### config.mk
export PLATFORM = sky130hd
export DESIGN_NAME = sobel_frame_ctrl
export DESIGN_NICKNAME = d
export VERILOG_FILES = /design/src/rtl/sobel_pkg.sv /design/src/rtl/sobel_scan_cnt.sv /design/src/rtl/sobel_frame_ctrl.sv
export SDC_FILE = /design/constraint.sdc
export NUM_CORES = 1
export LEC_CHECK = 0
export ABC_CLOCK_PERIOD_IN_PS = 3400
export CORE_UTILIZATION = 55
export DETAILED_ROUTE_END_ITERATION = 10
export DONT_BUFFER_PORTS = 1
export PLACE_DENSITY_LB_ADDON = 0.12
export SLEW_MARGIN = 30
export SYNTH_ARGS = -nofsm -noshare
export SYNTH_HDL_FRONTEND = slang
export SYNTH_SLANG_ARGS = --single-unit
export TNS_END_PERCENT = 20
### constraint.sdc
create_clock -name clk -period 3.4 [get_ports clk]
set_input_delay 0.68 -clock clk [delete_from_list [all_inputs] [get_ports clk]]
set_output_delay 0.68 -clock clk [all_outputs]
set_load 0.05 [all_outputs]
### src/rtl/sobel_pkg.sv
// Shared definitions for the Sobel frame sequencer, memory model and core:
// controller states and the 3x3 window layout {row0,row1,row2}, each row {p0,p1,p2}.
package sobel_pkg;

  localparam int PIX_W = 8;
  localparam int ROW_W = 3 * PIX_W;
  localparam int WIN_W = 3 * ROW_W;

  typedef enum logic [2:0] {
    IDLE,
    READ,
    FEED,
    WAIT_RES,
    WRITE,
    NEXT,
    FINISH
  } state_t;

endpackage

### src/rtl/sobel_scan_cnt.sv
// Raster-order pixel position tracker: x, y and linear pixel address, plus
// last-pixel and interior-pixel flags for the current position.
module sobel_scan_cnt #(
  parameter int IMG_W  = 8,
  parameter int IMG_H  = 8,
  parameter int ADDR_W = 16
) (
  input  logic              clk,
  input  logic              reset,
  input  logic              clear,
  input  logic              advance,
  output logic [ADDR_W-1:0] pix_addr,
  output logic              last,
  output logic              interior
);

  localparam int XW = (IMG_W > 1) ? $clog2(IMG_W) : 1;
  localparam int YW = (IMG_H > 1) ? $clog2(IMG_H) : 1;
  localparam logic [XW-1:0] X_MAX = XW'(IMG_W - 1);
  localparam logic [YW-1:0] Y_MAX = YW'(IMG_H - 1);

  logic [XW-1:0] x;
  logic [YW-1:0] y;

  // pix_addr runs alongside x/y so no y*IMG_W product is ever needed
  always_ff @(posedge clk) begin
    if (reset || clear) begin
      x        <= '0;
      y        <= '0;
      pix_addr <= '0;
    end else if (advance) begin
      pix_addr <= pix_addr + 1'b1;
      if (x == X_MAX) begin
        x <= '0;
        y <= y + 1'b1;
      end else begin
        x <= x + 1'b1;
      end
    end
  end

  assign last     = (x == X_MAX) && (y == Y_MAX);
  assign interior = (x != '0) && (x != X_MAX) && (y != '0) && (y != Y_MAX);

endmodule

### src/rtl/sobel_frame_ctrl.sv
// Frame sequencer: reads each interior 3x3 window, feeds the Sobel core, and
// writes its magnitude (or 0 for border pixels) into the output image region.
module sobel_frame_ctrl
  import sobel_pkg::*;
#(
  parameter int                IMG_W    = 8,
  parameter int                IMG_H    = 8,
  parameter int                ADDR_W   = 16,
  parameter logic [ADDR_W-1:0] OUT_BASE = 16'h8000,
  parameter int                TIMEOUT  = 15
) (
  input  logic              clk,
  input  logic              reset,
  input  logic              start,
  output logic              busy,
  output logic              done,
  output logic              error,
  output logic [ADDR_W-1:0] mem_addr,
  output logic              mem_data_strobe,
  output logic              mem_bus_rw,
  input  logic [WIN_W-1:0]  mem_bus_out,
  output logic [PIX_W-1:0]  mem_bus_in,
  input  logic              mem_ack,
  output logic [WIN_W-1:0]  bus_in,
  output logic              data_strobe,
  input  logic [PIX_W-1:0]  bus_out,
  input  logic              result_valid
);

  localparam int TW = $clog2(TIMEOUT + 1);
  localparam logic [TW-1:0] TMO_LAST = TW'(TIMEOUT - 1);

  state_t            state;
  logic [TW-1:0]     tmo_cnt;
  logic              frame_end;
  logic [ADDR_W-1:0] pix_addr;
  logic              last;
  logic              interior;
  logic              scan_clear;
  logic              scan_adv;

  // The position moves on the write ack, so NEXT already sees the new pixel's flags
  assign scan_clear = (state == IDLE) && start;
  assign scan_adv   = (state == WRITE) && mem_ack && !last;

  sobel_scan_cnt #(
    .IMG_W  (IMG_W),
    .IMG_H  (IMG_H),
    .ADDR_W (ADDR_W)
  ) u_scan (
    .clk      (clk),
    .reset    (reset),
    .clear    (scan_clear),
    .advance  (scan_adv),
    .pix_addr (pix_addr),
    .last     (last),
    .interior (interior)
  );

  // mem_bus_in doubles as the write register; bus_in doubles as the window register
  always_ff @(posedge clk) begin
    if (reset) begin
      state           <= IDLE;
      busy            <= 1'b0;
      done            <= 1'b0;
      error           <= 1'b0;
      mem_data_strobe <= 1'b0;
      mem_bus_rw      <= 1'b1;
      mem_addr        <= '0;
      mem_bus_in      <= '0;
      data_strobe     <= 1'b0;
      bus_in          <= '0;
      tmo_cnt         <= '0;
      frame_end       <= 1'b0;
    end else begin
      done        <= 1'b0;
      data_strobe <= 1'b0;
      unique case (state)
        IDLE: begin
          // pixel (0,0) is a corner, so every frame opens with a border write
          if (start) begin
            busy            <= 1'b1;
            error           <= 1'b0;
            frame_end       <= 1'b0;
            mem_data_strobe <= 1'b1;
            mem_bus_rw      <= 1'b0;
            mem_addr        <= OUT_BASE;
            mem_bus_in      <= '0;
            state           <= WRITE;
          end
        end
        READ: begin
          if (mem_ack) begin
            mem_data_strobe <= 1'b0;
            bus_in          <= mem_bus_out;
            data_strobe     <= 1'b1;
            state           <= FEED;
          end
        end
        FEED: begin
          tmo_cnt <= '0;
          state   <= WAIT_RES;
        end
        WAIT_RES: begin
          if (result_valid || tmo_cnt == TMO_LAST) begin
            mem_bus_in      <= result_valid ? bus_out : 8'hFF;
            error           <= error | !result_valid;
            mem_data_strobe <= 1'b1;
            mem_bus_rw      <= 1'b0;
            mem_addr        <= OUT_BASE + pix_addr;
            state           <= WRITE;
          end else begin
            tmo_cnt <= tmo_cnt + 1'b1;
          end
        end
        WRITE: begin
          if (mem_ack) begin
            mem_data_strobe <= 1'b0;
            frame_end       <= last;
            state           <= NEXT;
          end
        end
        NEXT: begin
          if (frame_end) begin
            done  <= 1'b1;
            busy  <= 1'b0;
            state <= FINISH;
          end else if (interior) begin
            mem_data_strobe <= 1'b1;
            mem_bus_rw      <= 1'b1;
            mem_addr        <= pix_addr;
            state           <= READ;
          end else begin
            mem_data_strobe <= 1'b1;
            mem_bus_rw      <= 1'b0;
            mem_addr        <= OUT_BASE + pix_addr;
            mem_bus_in      <= '0;
            state           <= WRITE;
          end
        end
        FINISH: state <= IDLE;
        default: state <= IDLE;
      endcase
    end
  end

endmodule

Word-level counts from Yosys, hierarchy flattened
Index checks and enable logic that the tools add are counted.
{"block": "classes", "addsub": 5, "n_eq_ne": 19, "muxes": 39, "bitwise": 3, "reduce_logical": 33}
{"operator": "16-bit 2-to-1 mux", "count": 4}
{"operator": "16-bit case mux with 3 select lines", "count": 1}
{"operator": "8-bit 2-to-1 mux", "count": 5}
{"operator": "8-bit case mux with 3 select lines", "count": 1}
{"operator": "3-bit 2-to-1 mux", "count": 7}
{"operator": "3-bit case mux with 6 select lines", "count": 1}
{"operator": "16-bit by 1-bit adder with 16-bit output (second input constant)", "count": 1}
{"operator": "16-bit adder (first input constant)", "count": 1}
{"operator": "2-bit inequality test (second input constant)", "count": 8}
{"operator": "1-bit 2-to-1 mux", "count": 13}
{"operator": "3-bit == test (second input constant)", "count": 4}
{"operator": "5-bit AND reduction", "count": 2}
{"operator": "3-bit AND reduction", "count": 3}
{"operator": "3-bit nonzero test", "count": 3}
{"operator": "4-bit case mux with 2 select lines", "count": 1}
{"operator": "4-bit AND reduction", "count": 2}
{"operator": "2-bit nonzero test", "count": 4}
{"operator": "1-bit logical AND", "count": 7}
{"operator": "3-bit by 1-bit adder with 3-bit output (second input constant)", "count": 2}
{"operator": "3-bit by 2-bit == test with 1-bit output (second input constant)", "count": 2}
{"operator": "3-bit inequality test (second input constant)", "count": 2}
{"operator": "1-bit case mux with 2 select lines", "count": 3}
{"operator": "2-bit AND reduction", "count": 3}
{"operator": "2-bit OR reduction", "count": 3}
{"operator": "other kinds (13)", "count": 16}
{"block": "word_totals", "regBits": 132, "input_bits": 85, "out_inout_bits": 102}

Depth between registers and ports, before layout
{"block": "logic_depth", "depth_word": 7, "depth_mapped": 8}

Hierarchy
From an unflattened synthesis, not the netlist that was laid out.
{"block": "hier_totals", "cells_unflattened": 641, "area_unflattened_um2": 5305.1}
{"module": "sobel_frame_ctrl", "instances": 1, "cells_per_inst": 520, "area_per_inst_um2": 4236.6, "seq_area_each_um2": 2202.1}
{"module": "sobel_scan_cnt", "instances": 1, "cells_per_inst": 121, "area_per_inst_um2": 1068.5, "seq_area_each_um2": 440.4}

Worst setup path after synthesis
OpenSTA, ideal clock, no wires.
{"block": "synth_path", "path_kind": "reg2reg", "startpoint": "register u_scan.y[0]", "endpoint": "register u_scan.pix_addr[14]", "setup_time_ps": 66, "t_arrival_ps": 2123, "path_slack_ps": 1211, "stages_incl_launch_ff": 9, "n_path_buf": 2, "path_cell_list": "dfxtp_1 > ha_1 > ha_1 > and2_1 > clkbuf_1 > or3_1 > buf_2 > or4_4 > a21oi_2"}
{"block": "synth_via", "elab_chain_cells": 4}
{"element": "start, declared", "line_no": "sobel_scan_cnt.sv:23", "text": "logic [YW-1:0] y;"}
{"element": "start signal, assigned", "line_no": "sobel_scan_cnt.sv:35", "text": "y <= y + 1'b1;"}
{"element": "3-bit == test", "line_no": "sobel_scan_cnt.sv:42", "text": "assign last = (x == X_MAX) && (y == Y_MAX);"}
{"element": "1-bit logical AND", "line_no": "sobel_scan_cnt.sv:42"}
{"element": "1-bit logical NOT", "line_no": "sobel_frame_ctrl.sv:44", "text": "assign scan_adv = (state == WRITE) && mem_ack && !last;"}
{"element": "1-bit logical AND", "line_no": "sobel_frame_ctrl.sv:44"}
{"element": "end signal, assigned", "line_no": "sobel_scan_cnt.sv:32", "text": "pix_addr <= pix_addr + 1'b1;"}
{"element": "end, declared", "line_no": "sobel_scan_cnt.sv:12", "text": "output logic [ADDR_W-1:0] pix_addr,"}
No other way between the ends.
A chain may end at the register's enable or synchronous reset.

Final worst setup path
{"block": "layout_path", "startpoint": "register state[1]", "endpoint": "register mem_addr[15]"}
{"block": "layout_via", "elab_chain_cells": 3, "elab_cells_between_ends": 9}
{"element": "start, declared", "line_no": "sobel_frame_ctrl.sv:33", "text": "state_t state;"}
{"element": "start signal, assigned", "line_no": "sobel_frame_ctrl.sv:63", "text": "state <= IDLE;"}
{"element": "start signal, assigned", "line_no": "sobel_frame_ctrl.sv:89", "text": "state <= WRITE;"}
{"element": "start signal, assigned", "line_no": "sobel_frame_ctrl.sv:97", "text": "state <= FEED;"}
{"element": "3-bit == test, or another cell as far along", "line_no": "sobel_frame_ctrl.sv:78", "text": "unique case (state)"}
{"element": "2-bit inequality test (no source line) / 3-bit nonzero test (equally long branches)"}
{"element": "4-bit AND reduction (no source line)"}
{"element": "end signal, assigned", "line_no": "sobel_frame_ctrl.sv:110", "text": "mem_addr <= OUT_BASE + pix_addr;"}
{"element": "end signal, assigned", "line_no": "sobel_frame_ctrl.sv:131", "text": "mem_addr <= pix_addr;"}
{"element": "end signal, assigned", "line_no": "sobel_frame_ctrl.sv:136", "text": "mem_addr <= OUT_BASE + pix_addr;"}
{"element": "end, declared", "line_no": "sobel_frame_ctrl.sv:18", "text": "output logic [ADDR_W-1:0] mem_addr,"}
Parallel ways exist; a longest one is shown, timed or not.

==> impl_metrics.py <==
metrics = {
    "outcome": {
        "outcome": "complete, no violations",
    },
    "logic_synthesis": {
        "synth.area.top_cells": "dfxtp_1 (49%), nand2_1 (11%), a21oi_1 (11%), clkbuf_1 (2.8%), o21ai_0 (2.2%)",
        "synthFlopType": "dfxtp_1",
        "synthCells": 662,
        "yosysUniqueCellTypes": 54,
        "syn_area_um2": 5400,
        "async_reset_ff_frac": 0,
        "synthMuxAreaShare": 0.00788,
        "netlist.area_leader.share": 0.489,
        "synth_seq_area_share": 0.489,
        "synth_adder_area_share": 0.0208,
        "yosysTopAreaCell": "dfxtp_1",
        "synth_edf_count": 0,
        "synth_top_family_by_area": "simple AND/OR/NAND/NOR gates",
        "synth_seq_cells": 132,
        "synth-compound-area-share": 0.186,
        "syn_avg_cell_area_um2": 8.16,
        "synth_fp_nets": 756,
        "ys_warn_count": 0,
        "synthSimpleGateAreaFrac": 0.229,
        "synth_xor_area_frac": 0.0195,
    },
    "clocking": {
        "cts.sinks": 132,
        "cts-root-buf": "clkbuf_8",
        "cts_tree": "built",
        "clkTransAtPathRegs_ns": 0.06,
        "ctsHtreeMaxLevel": 4,
        "cts_setup_buffers": 0,
        "cts_buffers": 17,
        "cts_buffer_depth": 2,
        "ctsHoldBuffers": 0,
        "cts_resized": 0,
        "insertion_delay_ns": 0.51,
    },
    "floorplan": {
        "die_h_um": 101,
        "rows": 35,
        "die_area_um2": 10200,
        "fp.coreArea_um2": 9370,
        "die_w_um": 101,
        "io_pins": 187,
        "start_util": 0.576,
    },
    "critical_path": {
        "timing.rr.start": "state[1]",
        "crit_family": "simple AND/OR/NAND/NOR gates",
        "crit_chain": "and3b_1 -> nand2_1 -> a21oi_1 -> a311oi_1",
        "cp_slowest_stage_delay_ns": 0.71,
        "cp.arrival_ns": 2.94,
        "reg2reg_depth": 4,
        "rr_endpoint": "mem_addr[15]",
        "rrSetupSlack_ns": 0.81,
        "critical_path_peak_fanout": 27,
        "path_buf_inv": 0,
        "worst-endpoint-required_ns": 3.75,
        "cpMaxStageDelayCell": "dfxtp_1",
        "end_kind": "flop",
        "worstSetupPathType": "flop to flop",
        "setup.worst_path.start_class": "flop",
    },
    "power": {
        "powerDensity_nw_per_um2": 658,
        "power_switching_uw": 1160,
        "internal_power_uw": 2770,
        "vdd_ir_drop_max_mv": 0.327,
        "switching_share": 0.295,
        "pwr-share-seq": 0.477,
        "clkPwrFrac": 0.445,
        "p_leak_uw": 0.00194,
        "comb_power_share": 0.079,
    },
    "hold_path": {
        "hold_depth": 1,
        "min-delay-start": "reset",
        "worstHoldEndpoint": "bus_in[8]",
        "hold_path_class": "primary input to flop",
    },
    "global_route": {
        "grt_usage": 0.257,
        "grt_pass1_vias": 4360,
        "antenna_found_initial": 0,
        "grt_overflow": 0,
        "grt_pass1_wl_um": 20800,
        "grt_max_degree": 110,
    },
    "sta": {
        "slew_viol_final": 0,
        "slew_headroom": 0.373,
        "finalHoldViolCount": 0,
        "rsz0062_at_grt": "no",
        "post-route-period-util": 0.761,
        "setup-violations-final": 0,
        "clock_skew_ns": 0.0116,
        "fmax_ghz": 0.386,
        "tns_ns": 0,
        "tightest_slew_ns": 0.938,
        "fin_hold_ws_ns": 0.245,
        "fin_crit_ns": 2.59,
    },
    "cells_and_area": {
        "syn_to_final_growth_pct": 10.4,
        "drive_above_1_share": 0.0743,
        "final_cell_mix": "nand2_1 (162), dfxtp_1 (132), a21oi_1 (116)",
        "fin_nets": 727,
        "post-route-cell-area_um2": 5960,
        "final_common_cell": "nand2_1",
        "fillers": 815,
        "num_antenna_cells": 0,
    },
    "place": {
        "dpl_cell_area_um2": 5390,
        "io_buffers": 0,
        "hpwl_um": 8880,
        "gp_congestion": 0.830,
    },
    "routing": {
        "first_pass_iters": 5,
        "ant_nets": 0,
        "dr_total_vias": 4646,
        "drt-wirelength-per-cell_um": 17.1,
        "wirelength_um": 13300,
        "drc": 0,
        "vias_per_cell": 5.99,
        "drtIter0Drc": 228,
    },
    "job": {
        "max_cap_viol_count": 0,
    },
}
==> state kept, by name, summed over array words and instances (netlist names) <==
name / count
bus_in: 72
mem_addr: 16
u_scan.pix_addr: 16
mem_bus_in: 8
tmo_cnt: 4
state: 3
u_scan.x: 3
u_scan.y: 3
busy: 1
data_strobe: 1
done: 1
error: 1
frame_end: 1
mem_bus_rw: 1
mem_data_strobe: 1
==> routing by layer <==
layer,track usage,up-vias,part of all wire
li1,-,2237,-
met1,0.296,2200,0.39
met3,0.0895,18,0.092
met5,0,-,0
met2,0.446,191,0.50
met4,0.0792,0,0.014
==> per-stage QoR <==
step,instances,setup WS (ns),util,total power (µW)
finish,775,0.811,0.636,3920
global route,775,0.619,0.636,4070
CTS,775,0.899,0.635,3950
detailed placement,743,0.910,0.575,2210
global placement,743,1.01,0.575,2190
floorplan,662,1.21,-,2150
==> worst max path at each step <==
stage | end | slack (ns) | start | cells past startpoint
6_report | mem_addr[15] | 0.81 | state[1] | 4
5_1_grt | mem_bus_in[5] | 0.62 | state[2] | 4
4_1_cts | state[0] | 0.90 | state[1] | 4
3_5_place_dp | state[0] | 0.91 | state[1] | 4
3_3_place_gp | mem_addr[15] | 1.01 | start | 4
2_1_floorplan | u_scan.pix_addr[14] | 1.21 | u_scan.y[0] | 8
==> synth_stat cells (all sizes together) (5+ instances only) <==
master	n
clkbuf	40
o31ai	12
or4	6
xnor2	7
or3	8
a21oi	117
o21ai	24
nor3	6
ha	9
inv	12
nor4	5
o2111ai	8
nor2	25
nand4	16
xor2	5
nand3	13
buf	12
dfxtp	132
nand2	162
==> worst register-to-register path, delay by kind of cell, from the launching register on <==
family / cells / cell delay, ns
flops: 1 / 0.71
simple gates: 2 / 1.29
compound gates: 2 / 0.43
==> power by group through the flow <==
| stage | Combinational [µW] | Sequential (µW) | Clock (µW) |
|---|---|---|---|
| after global routing | 346 | 1880 | 1840 |
| after CTS | 303 | 1870 | 1780 |
| after global placement | 295 | 1900 | 0 |
| after floorplan | 296 | 1860 | 0 |
| after detailed placement | 303 | 1900 | 0 |
| final | 309 | 1870 | 1740 |
==> cell type report <==
class	count	area [µm²]	area share
flip-flops and latches	132	2640	0.443
clock inverters	13	146	0.0245
clock buffers	19	422	0.0707
well taps	129	161	0.0271
multi-input cells	466	2520	0.422
inverters	12	45.0	0.00755
repair buffers	4	30.0	0.00503
==> cells by family after synthesis <==
group | Yosys count
fa+ha+maj | 9
compound gates | 176
flops | 132
xor+xnor | 12
simple gates | 265
buf+inv | 64
mux | 4
(Power assumes the default switching activity.)
